**config.mk**
```make
export PLATFORM = sky130hd
export DESIGN_NAME = router_ctrl_fsm
export DESIGN_NICKNAME = d
export VERILOG_FILES = /design/src/rtl/router_pkg.sv /design/src/rtl/router_ctrl_fsm.sv
export SDC_FILE = /design/constraint.sdc
export NUM_CORES = 1
export LEC_CHECK = 0
export BUFFER_PORTS_ARGS = -buffer_cell sky130_fd_sc_hd__buf_2
export CORE_ASPECT_RATIO = 1.25
export CORE_MARGIN = 2
export CORE_UTILIZATION = 29
export DETAILED_ROUTE_END_ITERATION = 8
export PLACE_DENSITY = 0.49
export SYNTH_ARGS = -nofsm -noshare
export SYNTH_HDL_FRONTEND = slang
export SYNTH_SLANG_ARGS = --single-unit
```
**constraint.sdc**
```tcl
create_clock -name clock -period 5.22 [get_ports clock]
set_clock_uncertainty 0.15 [all_clocks]
set_input_delay 0.522 -clock clock [delete_from_list [all_inputs] [get_ports clock]]
set_output_delay 0.522 -clock clock [all_outputs]
set_load 0.02 [all_outputs]
```
**src/rtl/router_pkg.sv**
```systemverilog
// Shared types and constants for the 1x3 router control path.
// The output-decode helpers keep the state-to-flag mapping in one place.
package router_pkg;

  typedef enum logic [2:0] {
    DECODE_ADDRESS     = 3'd0,
    LOAD_FIRST_DATA    = 3'd1,
    LOAD_DATA          = 3'd2,
    LOAD_PARITY        = 3'd3,
    FIFO_FULL_STATE    = 3'd4,
    LOAD_AFTER_FULL    = 3'd5,
    WAIT_TILL_EMPTY    = 3'd6,
    CHECK_PARITY_ERROR = 3'd7
  } state_t;

  localparam logic [1:0] ADDR_INVALID = 2'b11;
  localparam int         NUM_PORTS    = 3;

  function automatic logic is_write_state(input state_t s);
    return (s == LOAD_DATA) || (s == LOAD_PARITY) || (s == LOAD_AFTER_FULL);
  endfunction

  // The source may only present new bytes while decoding a header or streaming payload.
  function automatic logic is_busy_state(input state_t s);
    return !((s == DECODE_ADDRESS) || (s == LOAD_DATA));
  endfunction

endpackage

```
**src/rtl/router_ctrl_fsm.sv**
```systemverilog
// Control FSM for the 1x3 router: header decode, load sequencing, FIFO write gating,
// busy toward the source, and accepted/dropped packet counters.
module router_ctrl_fsm
  import router_pkg::*;
#(
  parameter int CNT_W = 8
) (
  input  logic             clock,
  input  logic             resetn,
  input  logic             pkt_valid,
  input  logic [1:0]       data_in,
  input  logic             fifo_full,
  input  logic             fifo_empty_0,
  input  logic             fifo_empty_1,
  input  logic             fifo_empty_2,
  input  logic             soft_reset_0,
  input  logic             soft_reset_1,
  input  logic             soft_reset_2,
  input  logic             parity_done,
  input  logic             low_pkt_valid,
  output logic             detect_add,
  output logic             lfd_state,
  output logic             ld_state,
  output logic             laf_state,
  output logic             full_state,
  output logic             rst_int_reg,
  output logic             write_enb_reg,
  output logic             busy,
  output logic [1:0]       dest_addr,
  output logic [CNT_W-1:0] pkt_count,
  output logic [CNT_W-1:0] drop_count
);

  state_t             r_state;
  logic [1:0]         r_dest_addr;
  logic [CNT_W-1:0]   r_pkt_count;
  logic [CNT_W-1:0]   r_drop_count;
  logic               r_detect_add, r_lfd, r_ld, r_laf, r_full, r_rst_int;
  logic               r_write_enb, r_busy;

  state_t             w_next;
  logic [1:0]         w_addr;
  logic [3:0]         w_empty_vec;
  logic [3:0]         w_srst_vec;
  logic               w_tgt_empty;
  logic               w_srst;
  logic               w_hdr_valid;
  logic               w_hdr_drop;

  // Slot 3 is padding so the invalid address indexes a constant 0.
  assign w_empty_vec = {1'b0, fifo_empty_2, fifo_empty_1, fifo_empty_0};
  assign w_srst_vec  = {1'b0, soft_reset_2, soft_reset_1, soft_reset_0};

  always_comb begin
    w_addr      = (r_state == DECODE_ADDRESS) ? data_in : r_dest_addr;
    w_tgt_empty = w_empty_vec[w_addr];
    w_srst      = (r_state != DECODE_ADDRESS) && w_srst_vec[r_dest_addr];
    w_hdr_valid = (r_state == DECODE_ADDRESS) && pkt_valid && (data_in != ADDR_INVALID);
    w_hdr_drop  = (r_state == DECODE_ADDRESS) && pkt_valid && (data_in == ADDR_INVALID);
    w_next      = r_state;
    case (r_state)
      DECODE_ADDRESS:     if (w_hdr_valid) w_next = w_tgt_empty ? LOAD_FIRST_DATA : WAIT_TILL_EMPTY;
      WAIT_TILL_EMPTY:    if (w_tgt_empty) w_next = LOAD_FIRST_DATA;
      LOAD_FIRST_DATA:    w_next = LOAD_DATA;
      LOAD_DATA:          if (fifo_full)       w_next = FIFO_FULL_STATE;
                          else if (!pkt_valid) w_next = LOAD_PARITY;
      FIFO_FULL_STATE:    if (!fifo_full) w_next = LOAD_AFTER_FULL;
      LOAD_AFTER_FULL:    if (parity_done)        w_next = DECODE_ADDRESS;
                          else if (low_pkt_valid) w_next = LOAD_PARITY;
                          else                    w_next = LOAD_DATA;
      LOAD_PARITY:        w_next = CHECK_PARITY_ERROR;
      CHECK_PARITY_ERROR: w_next = fifo_full ? FIFO_FULL_STATE : DECODE_ADDRESS;
      default:            w_next = DECODE_ADDRESS;
    endcase
    // Port timeout abandons the packet regardless of where the sequence is.
    if (w_srst) w_next = DECODE_ADDRESS;
  end

  always_ff @(posedge clock or negedge resetn) begin
    if (!resetn) begin
      r_state      <= DECODE_ADDRESS;
      r_dest_addr  <= 2'd0;
      r_pkt_count  <= '0;
      r_drop_count <= '0;
      r_detect_add <= 1'b1;
      r_lfd        <= 1'b0;
      r_ld         <= 1'b0;
      r_laf        <= 1'b0;
      r_full       <= 1'b0;
      r_rst_int    <= 1'b0;
      r_write_enb  <= 1'b0;
      r_busy       <= 1'b0;
    end else begin
      r_state <= w_next;
      if (w_hdr_valid) r_dest_addr <= data_in;
      if (w_hdr_drop)  r_drop_count <= r_drop_count + 1'b1;
      if ((r_state == LOAD_FIRST_DATA) && !w_srst) r_pkt_count <= r_pkt_count + 1'b1;
      // Flags are registered from the next state so they always match r_state.
      r_detect_add <= (w_next == DECODE_ADDRESS);
      r_lfd        <= (w_next == LOAD_FIRST_DATA);
      r_ld         <= (w_next == LOAD_DATA);
      r_laf        <= (w_next == LOAD_AFTER_FULL);
      r_full       <= (w_next == FIFO_FULL_STATE);
      r_rst_int    <= (w_next == CHECK_PARITY_ERROR);
      r_write_enb  <= is_write_state(w_next);
      r_busy       <= is_busy_state(w_next);
    end
  end

  assign detect_add    = r_detect_add;
  assign lfd_state     = r_lfd;
  assign ld_state      = r_ld;
  assign laf_state     = r_laf;
  assign full_state    = r_full;
  assign rst_int_reg   = r_rst_int;
  assign write_enb_reg = r_write_enb;
  assign busy          = r_busy;
  assign dest_addr     = r_dest_addr;
  assign pkt_count     = r_pkt_count;
  assign drop_count    = r_drop_count;

endmodule
```
==> results of run 1 <==
cells by family after synthesis:
kind of cell	count (synthesis)	share of synthesized area
and+or+nand+nor	54	0.217
muxes	6	0.0454
adders and majority gates	2	0.0168
xor gates and xnor gates	14	0.0823
buffers and inverters	8	0.0286
AOI/OAI and AO/OA	21	0.122
DFF	29	0.488
report_power, final:
group | switching (W) | total, W | leakage [nW] | internal, W
registers | 0.0000897 | 0.000389 | 0.378 | 0.000300
clock network | 0.0000865 | 0.000276 | 0.0681 | 0.000190
logic | 0.000281 | 0.000468 | 0.453 | 0.000188
total | 0.000457 | 0.00113 | 0.898 | 0.000677
stage by stage:
step                setup slack [ns]  instance area (µm²)   util  hold slack (ns)
global route                    2.98                 1870  0.373            0.167
floorplan                       3.17                 1490      -           0.0764
detailed placement              2.91                 1730  0.346            0.308
global placement                2.95                 1730  0.346            0.307
finish                          3.10                 1870  0.373            0.103
CTS                             3.09                 1870  0.373            0.135
cells in the final DEF, fill, tap and decap left out, types with 3 or more instances in the layout:
cell type   n
mux2i_1     3
nand3_1     6
clkbuf_8    5
xnor2_1    10
inv_1       4
o21ai_0     4
nor2_1     13
xor2_1      4
nand4_1     3
dfrtp_1    28
nand2_1     9
nor2b_1     3
buf_2      39
worst max-delay path: stages (launching register included):
cell	delay [ns]
dfrtp_1	0.51
or4b_4	0.63
nor2_4	0.21
and4_1	0.27
nand3_1	0.11
xnor2_1	0.14
routing by layer:
metal,share of wire,vias to the layer above
met5,0,-
met4,0.014,0
met3,0.048,4
met2,0.49,31
met1,0.45,566
li1,-,569
layout make-up:
cell class,instances,share of cell area
multi-input combinational,97,0.385
sequential,29,0.389
tap,62,0.0415
clock buffer,5,0.0368
clock inverter,3,0.0348
inverter,4,0.00804
timing repair buffer,39,0.104
worst paths after layout:
kind | startpoint | end | slack [ns]
worst max-delay path | r_state[2] | drop_count[5] | 3.10
worst max register to register | r_state[2] | drop_count[5] | 3.10
worst min-delay path | resetn | drop_count[3] | 0.10
min in group clock | drop_count[7] | drop_count[7] | 0.32
worst min register to register | drop_count[7] | drop_count[7] | 0.32
max in group asynchronous | resetn | busy | 4.39
==> impl_metrics.json, run 1 <==
{
  "outcome": "complete, no violations",
  "hpwlAfterDp_mm": 2.51,
  "startpoint_type": "register",
  "gr-usage-met3": 0.0310,
  "drt-vias-per-instance": 4.90,
  "die_area_um2": 5730,
  "grt_overflow": 0,
  "slew_viol_final": 0,
  "critPathArrivalTime_ns": 2.14,
  "io_buffers": 39,
  "area_delta_synth_final_pct": 25.5,
  "tightest_slew_ns": 0.862,
  "clockBufferDepth": 2,
  "rows": 29,
  "synth_ff_type": "dfrtp_1",
  "cts_buffers": 5,
  "root_buffer": "clkbuf_8",
  "grt_max_degree": 30,
  "ant_nets": 0,
  "antenna_found_initial": 0,
  "end_kind": "register",
  "yosysWarnings": 0,
  "gp_congestion": 0.869,
  "yosysTopAreaCellShare": 0.471,
  "start_util": 0.297,
  "syn_nets": 150,
  "power_leakage_nw": 0.898,
  "cts-hold-fix-buffers": 0,
  "final_nets": 192,
  "die_h_um": 84.1,
  "post-route-period-util": 0.406,
  "ctsResizeCount": 0,
  "grt_pass1_vias": 1165,
  "fmax_mhz": 472,
  "async_reset_ff_frac": 1.00,
  "post-cts-setup-buffers": 0,
  "syn_area_per_cell_um2": 11.1,
  "max-slew-margin-rel": 0.425,
  "path_max_fanout": 11,
  "place_inst": 231,
  "worstHoldPathType": "input port to asynchronous set/reset pin",
  "layoutNonFillerInstCount": 239,
  "clk_pin_slew_ns": 0.07,
  "clock_latency_ns": 0.28,
  "drt_wl_total_mm": 3.31,
  "grt_usage": 0.127,
  "clock-sinks": 29,
  "multi_input_area_um2": 719,
  "grt_pass1_wl_mm": 5.47,
  "yosys.area.top_type": "dfrtp_1",
  "drtIter0Drc": 44,
  "setup_violations": 0,
  "antenna_cells": 0,
  "p_per_area_nw_per_um2": 607,
  "gr-max-usage-layer": "met2",
  "final_layout_size_suffix_gt1_frac": 0.322,
  "grtUsageMet1": 0.171,
  "hold_violations": 0,
  "netlist_instances": 134,
  "core_area_um2": 5010,
  "wl_per_cell_um": 13.8,
  "ys_ff_latch": 29,
  "ios": 40,
  "grt_use_met2": 0.191,
  "ys_top_cells_by_area": "dfrtp_1 47%, xnor2_1 5.9%, nor2_1 3.3%",
  "dr_total_vias": 1170,
  "rsz0062_at_grt": "no",
  "drt_first_pass_iters": 5,
  "drv_cap": 0,
  "num-fill-cells": 516,
  "regArea_um2": 727,
  "crit_type": "register to register",
  "synth_sequential_area_ratio": 0.488,
  "tns_ns": 0,
  "fin_crit_ns": 2.12,
  "required_ns": 5.24,
  "netlist_area_um2": 1490,
  "synth_common_cells": "28 x dfrtp_1, 13 x nor2_1, 10 x xnor2_1",
  "yosysUniqueCellTypes": 48,
  "cts_tree": "done",
  "die_width_um": 68.1,
  "synth_edf_count": 0,
  "irDropWorstVdd_mv": 0.207,
  "ff2ff_path_depth": 5,
  "remaining_drc_errors": 0,
  "htreeDepth": 2,
  "fin_total_pwr_w": 0.00113,
  "synth_most_common_cell": "dfrtp_1"
}
Power figures use the tool's default switching activity.
==> run 2: changes to the inputs <==
Settings changed: ABC_AREA set to 1, PLACE_DENSITY 0.49 to 0.51.
Clock period 5.22 ns to 1.8 ns, I/O delays scaled along.
==> run 2 against run 1 <==
Compared with the run above: via count increased by 12%; non-clock buffer count increased by 22; register-to-register slack got worse by 3.1 ns; sequential share of layout area decreased by 4.4 points; synthesized cell count increased by 25%; clock-buffer cell count increased by 2; flip-flop and latch count unchanged; combinational power increased to 4.5 times the previous value; largest cell class is now multi-input combinational cells; largest power group unchanged; highest routed layer unchanged.
==> impl_metrics.json, run 2 <==
{
  "outcome": "complete, no violations",
  "num-fill-cells": 531,
  "clock_latency_ns": 0.27,
  "grt_overflow": 0,
  "clock-sinks": 29,
  "synth_most_common_cell": "nand2_1",
  "cp_common_cell": "nand2_2",
  "end_kind": "register",
  "synth_top_family_by_area": "simple AND/OR/NAND/NOR gates",
  "remaining_drc_errors": 0,
  "drt_wl_total_mm": 3.31,
  "swShare": 0.450,
  "synth_edf_count": 0,
  "setup_violations": 0,
  "startpoint_type": "input port",
  "power.share.sequential": 0.287,
  "dr_total_vias": 1306,
  "die_area_um2": 5790,
  "yosysUniqueCellTypes": 27,
  "crit_type": "input port to register",
  "netlist_area_um2": 1510,
  "drt-vias-per-instance": 4.38,
  "required_ns": 1.82,
  "async_reset_ff_frac": 1.00,
  "power_leakage_nw": 1.16,
  "post-route-period-util": 0.995,
  "tightest_slew_ns": 0.657,
  "drv_cap": 0,
  "cts_tree": "done",
  "core_area_um2": 5040,
  "synth_common_cells": "30 x nand2_1, 28 x dfrtp_1, 25 x inv_1",
  "ios": 40,
  "clockBufferDepth": 2,
  "synth_adder_area_share": 0.0166,
  "postLayoutCellArea_um2": 2100,
  "rsz0062_at_grt": "yes",
  "grt_pass1_wl_mm": 5.24,
  "yosys.area_share.simple": 0.303,
  "finish.utilization": 0.417,
  "wl_per_cell_um": 11.1,
  "die_width_um": 68.4,
  "fin_crit_ns": 1.79,
  "path_max_fanout": 5,
  "clockPowerShare": 0.144,
  "grt_usage": 0.122,
  "area_delta_synth_final_pct": 39.8,
  "cp_num_buf_inv": 3,
  "ys_top_cells_by_area": "dfrtp_1 47%, nand2_1 7.5%, inv_1 6.2%",
  "combPwrFrac": 0.569,
  "final_common_cell": "buf_2",
  "p_per_area_nw_per_um2": 1760,
  "antenna_cells": 0,
  "synth_compound_area_frac": 0.0341,
  "io_buffers": 39,
  "final_layout_size_suffix_gt1_frac": 0.436,
  "synth_xor_area_frac": 0.0815,
  "yosysTopAreaCellShare": 0.466,
  "yosysWarnings": 0,
  "syn_area_per_cell_um2": 9.01,
  "worstHoldPathType": "input port to register",
  "netlist_instances": 167,
  "placed_cell_area_um2": 1850,
  "synth_ff_type": "dfrtp_1",
  "slowest_delay_ns": 0.53,
  "cts_buffers": 5,
  "layout_common_cells": "39 x buf_2, 28 x dfrtp_1, 27 x nand2_1, 24 x inv_1, 19 x buf_4",
  "clk_pin_slew_ns": 0.06,
  "irDropWorstVdd_mv": 0.751,
  "synthMuxAreaShare": 0.0150,
  "root_buffer": "clkbuf_8",
  "fmax_mhz": 558,
  "max-slew-margin-rel": 0.562,
  "hold_violations": 0,
  "hpwlAfterDp_mm": 2.45,
  "yosys.area.top_type": "dfrtp_1",
  "critPathArrivalTime_ns": 1.81,
  "ant_nets": 0,
  "start_util": 0.298,
  "worstPathCellList": "dlygate4sd3_1, buf_2, nand2_1, nor3b_4, nand3_2, nand2_2, nand2_2, nand2_4, nor2_4, buf_4",
  "grt_pass1_vias": 1175,
  "synth_sequential_area_ratio": 0.483,
  "cp_slowest_cell": "dlygate4sd3_1",
  "worst_path_dominant_cell_family": "simple AND/OR/NAND/NOR gates",
  "slew_viol_final": 0,
  "p_int_w": 0.00203,
  "syn_nets": 183,
  "fin_total_pwr_w": 0.00369,
  "p_sw_w": 0.00166,
  "die_h_um": 84.6,
  "drt_first_pass_iters": 4,
  "ys_ff_latch": 29,
  "gp_congestion": 0.795,
  "rows": 29,
  "antenna_found_initial": 0,
  "htreeDepth": 2,
  "drtIter0Drc": 43,
  "final_nets": 252,
  "grt_max_degree": 30
}
run 2: cell count changes after synthesis, moves of 3 or more:
cell / change
inv_1: +21
xnor2_1: -6
mux2i_1: -3
nor3_1: +4
nand3_1: +6
nor2b_1: -3
nand2_1: +21
xor2_1: +6
nand3_2: +4
nand2_2: +6
run 2: what timing repair did:
action	CTS	global route
gates cloned	0	1
endpoints found under the hold margin	29	0
resized for setup	1	18
pin swaps	0	8
buffers inserted	0	10
hold buffers	2	0
endpoints found under the setup margin	1	19
run 2: final cells by class:
type	instances	area (µm²)	area share
inverters	27	104	0.0493
flip-flops and latches	29	727	0.345
repair buffers	61	369	0.175
multi-input cells	112	741	0.352
clock buffers	7	86.3	0.0410
well taps	62	77.6	0.0369
run 2: metal layers:
layer | vias up | track usage | wire length (µm)
li1 | 663 | - | -
met1 | 607 | 0.149 | 1420
met2 | 31 | 0.195 | 1670
met3 | 5 | 0.0402 | 164
met4 | 0 | 0.0436 | 53
met5 | - | 0 | 0
run 2: path summary, 6_finish.rpt:
check / end / slack (ns) / cells after the start / start
hold / removal: dest_addr[1] / 0.03 / 3 / data_in[1]
setup reg to reg: r_state[0] / 0.02 / 9 / r_state[0]
setup / recovery: r_state[0] / 0.009 / 10 / data_in[0]
hold reg to reg: drop_count[7] / 0.32 / 1 / drop_count[7]
max in group asynchronous: lfd_state / 0.75 / 2 / resetn
min in group asynchronous: pkt_count[6] / 0.32 / 2 / resetn
run 2: worst min-delay path, stage by stage:
cell and delay, ns:
buf_2 0.12, nand2_1 0.05, o21ai_0 0.06
run 2: per-stage QoR:
step / worst slack (ns) / instances / hold slack, ns / setup TNS, ns
3_3_place_gp: 0.00175 / 278 / 0.106 / 0
4_1_cts: -0.00260 / 287 / 0.0103 / -0.00260
5_1_grt: -0.105 / 298 / 0.0476 / -0.895
2_1_floorplan: 0.0232 / 167 / -0.266 / 0
6_report: 0.00867 / 298 / 0.0318 / 0
3_5_place_dp: -0.00359 / 278 / 0.109 / -0.00359
run 2: kinds of logic after synthesis:
family | count (synthesis)
muxes | 2
buffers and inverters | 27
adders and majority gates | 2
and+or+nand+nor | 84
AOI/OAI and AO/OA | 9
DFF | 29
xor gates and xnor gates | 14
run 2: power groups by stage:
stage / Combinational, W / Sequential [W] / Clock, W
finish: 0.00210 / 0.00106 / 0.000532
global route: 0.00234 / 0.00109 / 0.000600
floorplan: 0.00104 / 0.00127 / 0
global placement: 0.00181 / 0.00108 / 0
detailed placement: 0.00181 / 0.00108 / 0
CTS: 0.00183 / 0.00107 / 0.000566
==> run 3: changes to the inputs <==
Settings changed: CORE_MARGIN 2 to not set.
==> run 3 against run 2 <==
Compared with the run above: non-clock buffer count shrank 3; fmax is 0.46% lower; critical path depth stayed put; clock power up 2%; final area is 2.7% lower; critical endpoint is now lfd_state; highest routed layer unchanged.
==> impl_metrics.json, run 3 (same netlist as run 2, synthesis figures left out) <==
{
  "die_width_um": 66.4,
  "ant_nets": 0,
  "drv_cap": 0,
  "drt-vias-per-instance": 4.46,
  "worst_slack_ns": 0.000315,
  "top_layer": "met4",
  "final_common_cell": "buf_2",
  "die_h_um": 82.6,
  "final_layout_size_suffix_gt1_frac": 0.397,
  "post-route-period-util": 1.00,
  "power.share.sequential": 0.290,
  "wl_met1_mm": 1.41,
  "r2r-end": "lfd_state",
  "io_buffers": 39,
  "outcome": "complete, no violations",
  "drtIter0Drc": 68,
  "clock_latency_ns": 0.27,
  "area_delta_synth_final_pct": 36.0,
  "start_util": 0.309,
  "wl_per_cell_um": 11.4,
  "setup_violations": 0,
  "irDropWorstVdd_mv": 0.691,
  "combPwrFrac": 0.561,
  "clock-sinks": 29,
  "wl_met3_um": 126,
  "ios": 40,
  "fmax_mhz": 556,
  "grt_usage": 0.127,
  "worstHoldPathType": "input port to register",
  "final_nets": 248,
  "clockBufferDepth": 2,
  "remaining_drc_errors": 0,
  "swShare": 0.454,
  "hpwlAfterDp_mm": 2.46,
  "path_max_fanout": 9,
  "cts_tree": "done",
  "startpoint_type": "register",
  "grt_max_degree": 30,
  "ff2ff_path_depth": 10,
  "tightest_slew_ns": 0.654,
  "required_ns": 1.86,
  "antenna_cells": 0,
  "antenna_found_initial": 0,
  "hold_violations": 0,
  "clk_pin_slew_ns": 0.06,
  "rows": 28,
  "core_area_um2": 4870,
  "p_int_w": 0.00198,
  "grt_pass1_wl_mm": 5.13,
  "drt_first_pass_iters": 4,
  "p_sw_w": 0.00165,
  "finish.utilization": 0.420,
  "grt_overflow": 0,
  "clockPowerShare": 0.149,
  "endpoint": "lfd_state",
  "htreeDepth": 2,
  "end_kind": "register",
  "slew_viol_final": 0,
  "gp_congestion": 0.844,
  "worstReg2RegStart": "r_state[1]",
  "root_buffer": "clkbuf_8",
  "dr_total_vias": 1302,
  "drt_wl_total_mm": 3.32,
  "rsz0062_at_grt": "yes",
  "power_leakage_nw": 1.14,
  "place_inst": 276,
  "cts_buffers": 5,
  "crit_type": "register to register",
  "die_area_um2": 5480,
  "grt_pass1_vias": 1183,
  "p_per_area_nw_per_um2": 1770,
  "layoutNonFillerInstCount": 292,
  "r2r_setup_slack_ns": 0.0003,
  "fin_crit_ns": 1.80,
  "max-slew-margin-rel": 0.564,
  "route.met2.wl_mm": 1.75,
  "layout_common_cells": "39 x buf_2, 30 x nand2_1, 28 x dfrtp_1, 25 x inv_1, 17 x buf_4",
  "critPathArrivalTime_ns": 1.86,
  "dpl_worst_slack_ns": -0.00185,
  "startpoint": "r_state[1]"
}
run 3: worst min path at each step:
stage	endpoint	start	slack, ns	cells after the start
after detailed placement	drop_count[6]	resetn	0.11	1
after floorplan	busy	resetn	-0.27	0
after global placement	drop_count[6]	resetn	0.11	1
final	dest_addr[0]	data_in[0]	0.03	3
after CTS	dest_addr[1]	data_in[1]	0.02	3
after global routing	dest_addr[0]	data_in[0]	0.03	3
run 3: layer usage:
metal	vias to the layer above	track usage
li1	660	-
met1	604	0.141
met2	34	0.229
met3	4	0.0330
met4	0	0.0511
met5	-	0
run 3: power by group through the flow:
stage	sequential (W)	clock (W)	combinational, W
3_5_place_dp	0.00107	0	0.00183
6_report	0.00105	0.000540	0.00203
3_3_place_gp	0.00107	0	0.00182
5_1_grt	0.00108	0.000596	0.00226
2_1_floorplan	0.00127	0	0.00104
4_1_cts	0.00107	0.000559	0.00185
run 3: metrics by stage:
| step | setup TNS (ns) | cell area (µm²) | total power [W] | hold slack (ns) |
|---|---|---|---|---|
| after CTS | 0 | 1950 | 0.00348 | 0.0199 |
| after global placement | -0.0327 | 1850 | 0.00289 | 0.107 |
| after detailed placement | -0.00185 | 1850 | 0.00290 | 0.106 |
| final | 0 | 2050 | 0.00363 | 0.0279 |
| after global routing | -1.33 | 2050 | 0.00394 | 0.0337 |
| after floorplan | 0 | 1510 | 0.00232 | -0.266 |
run 3: layout make-up:
cell class                      count  area, µm²
Inverter                           27        101
Multi-Input combinational cell    111        713
Fill cell                         512       2820
Timing Repair Buffer               58        344
Sequential cell                    29        727
Tap cell                           60       75.1
Clock buffer                        7       86.3
run 3: what timing repair did:
action / CTS / global route
pin swaps: 0 / 1
hold buffers: 1 / 0
gates resized for setup: 1 / 9
cloned: 0 / 0
hold endpoints to repair: 28 / 0
endpoints found under the setup margin: 1 / 18
buffers inserted: 0 / 8
run 3: critical path, cell delays in order (launching register included):
cell	delay (ns)
dfrtp_1	0.40
nor2_4	0.18
nand2_4	0.12
nor3b_4	0.26
or2_1	0.16
nand2_2	0.06
nand2_2	0.07
nand2_4	0.07
nor2_4	0.13
nand2_2	0.07
nor2_2	0.07
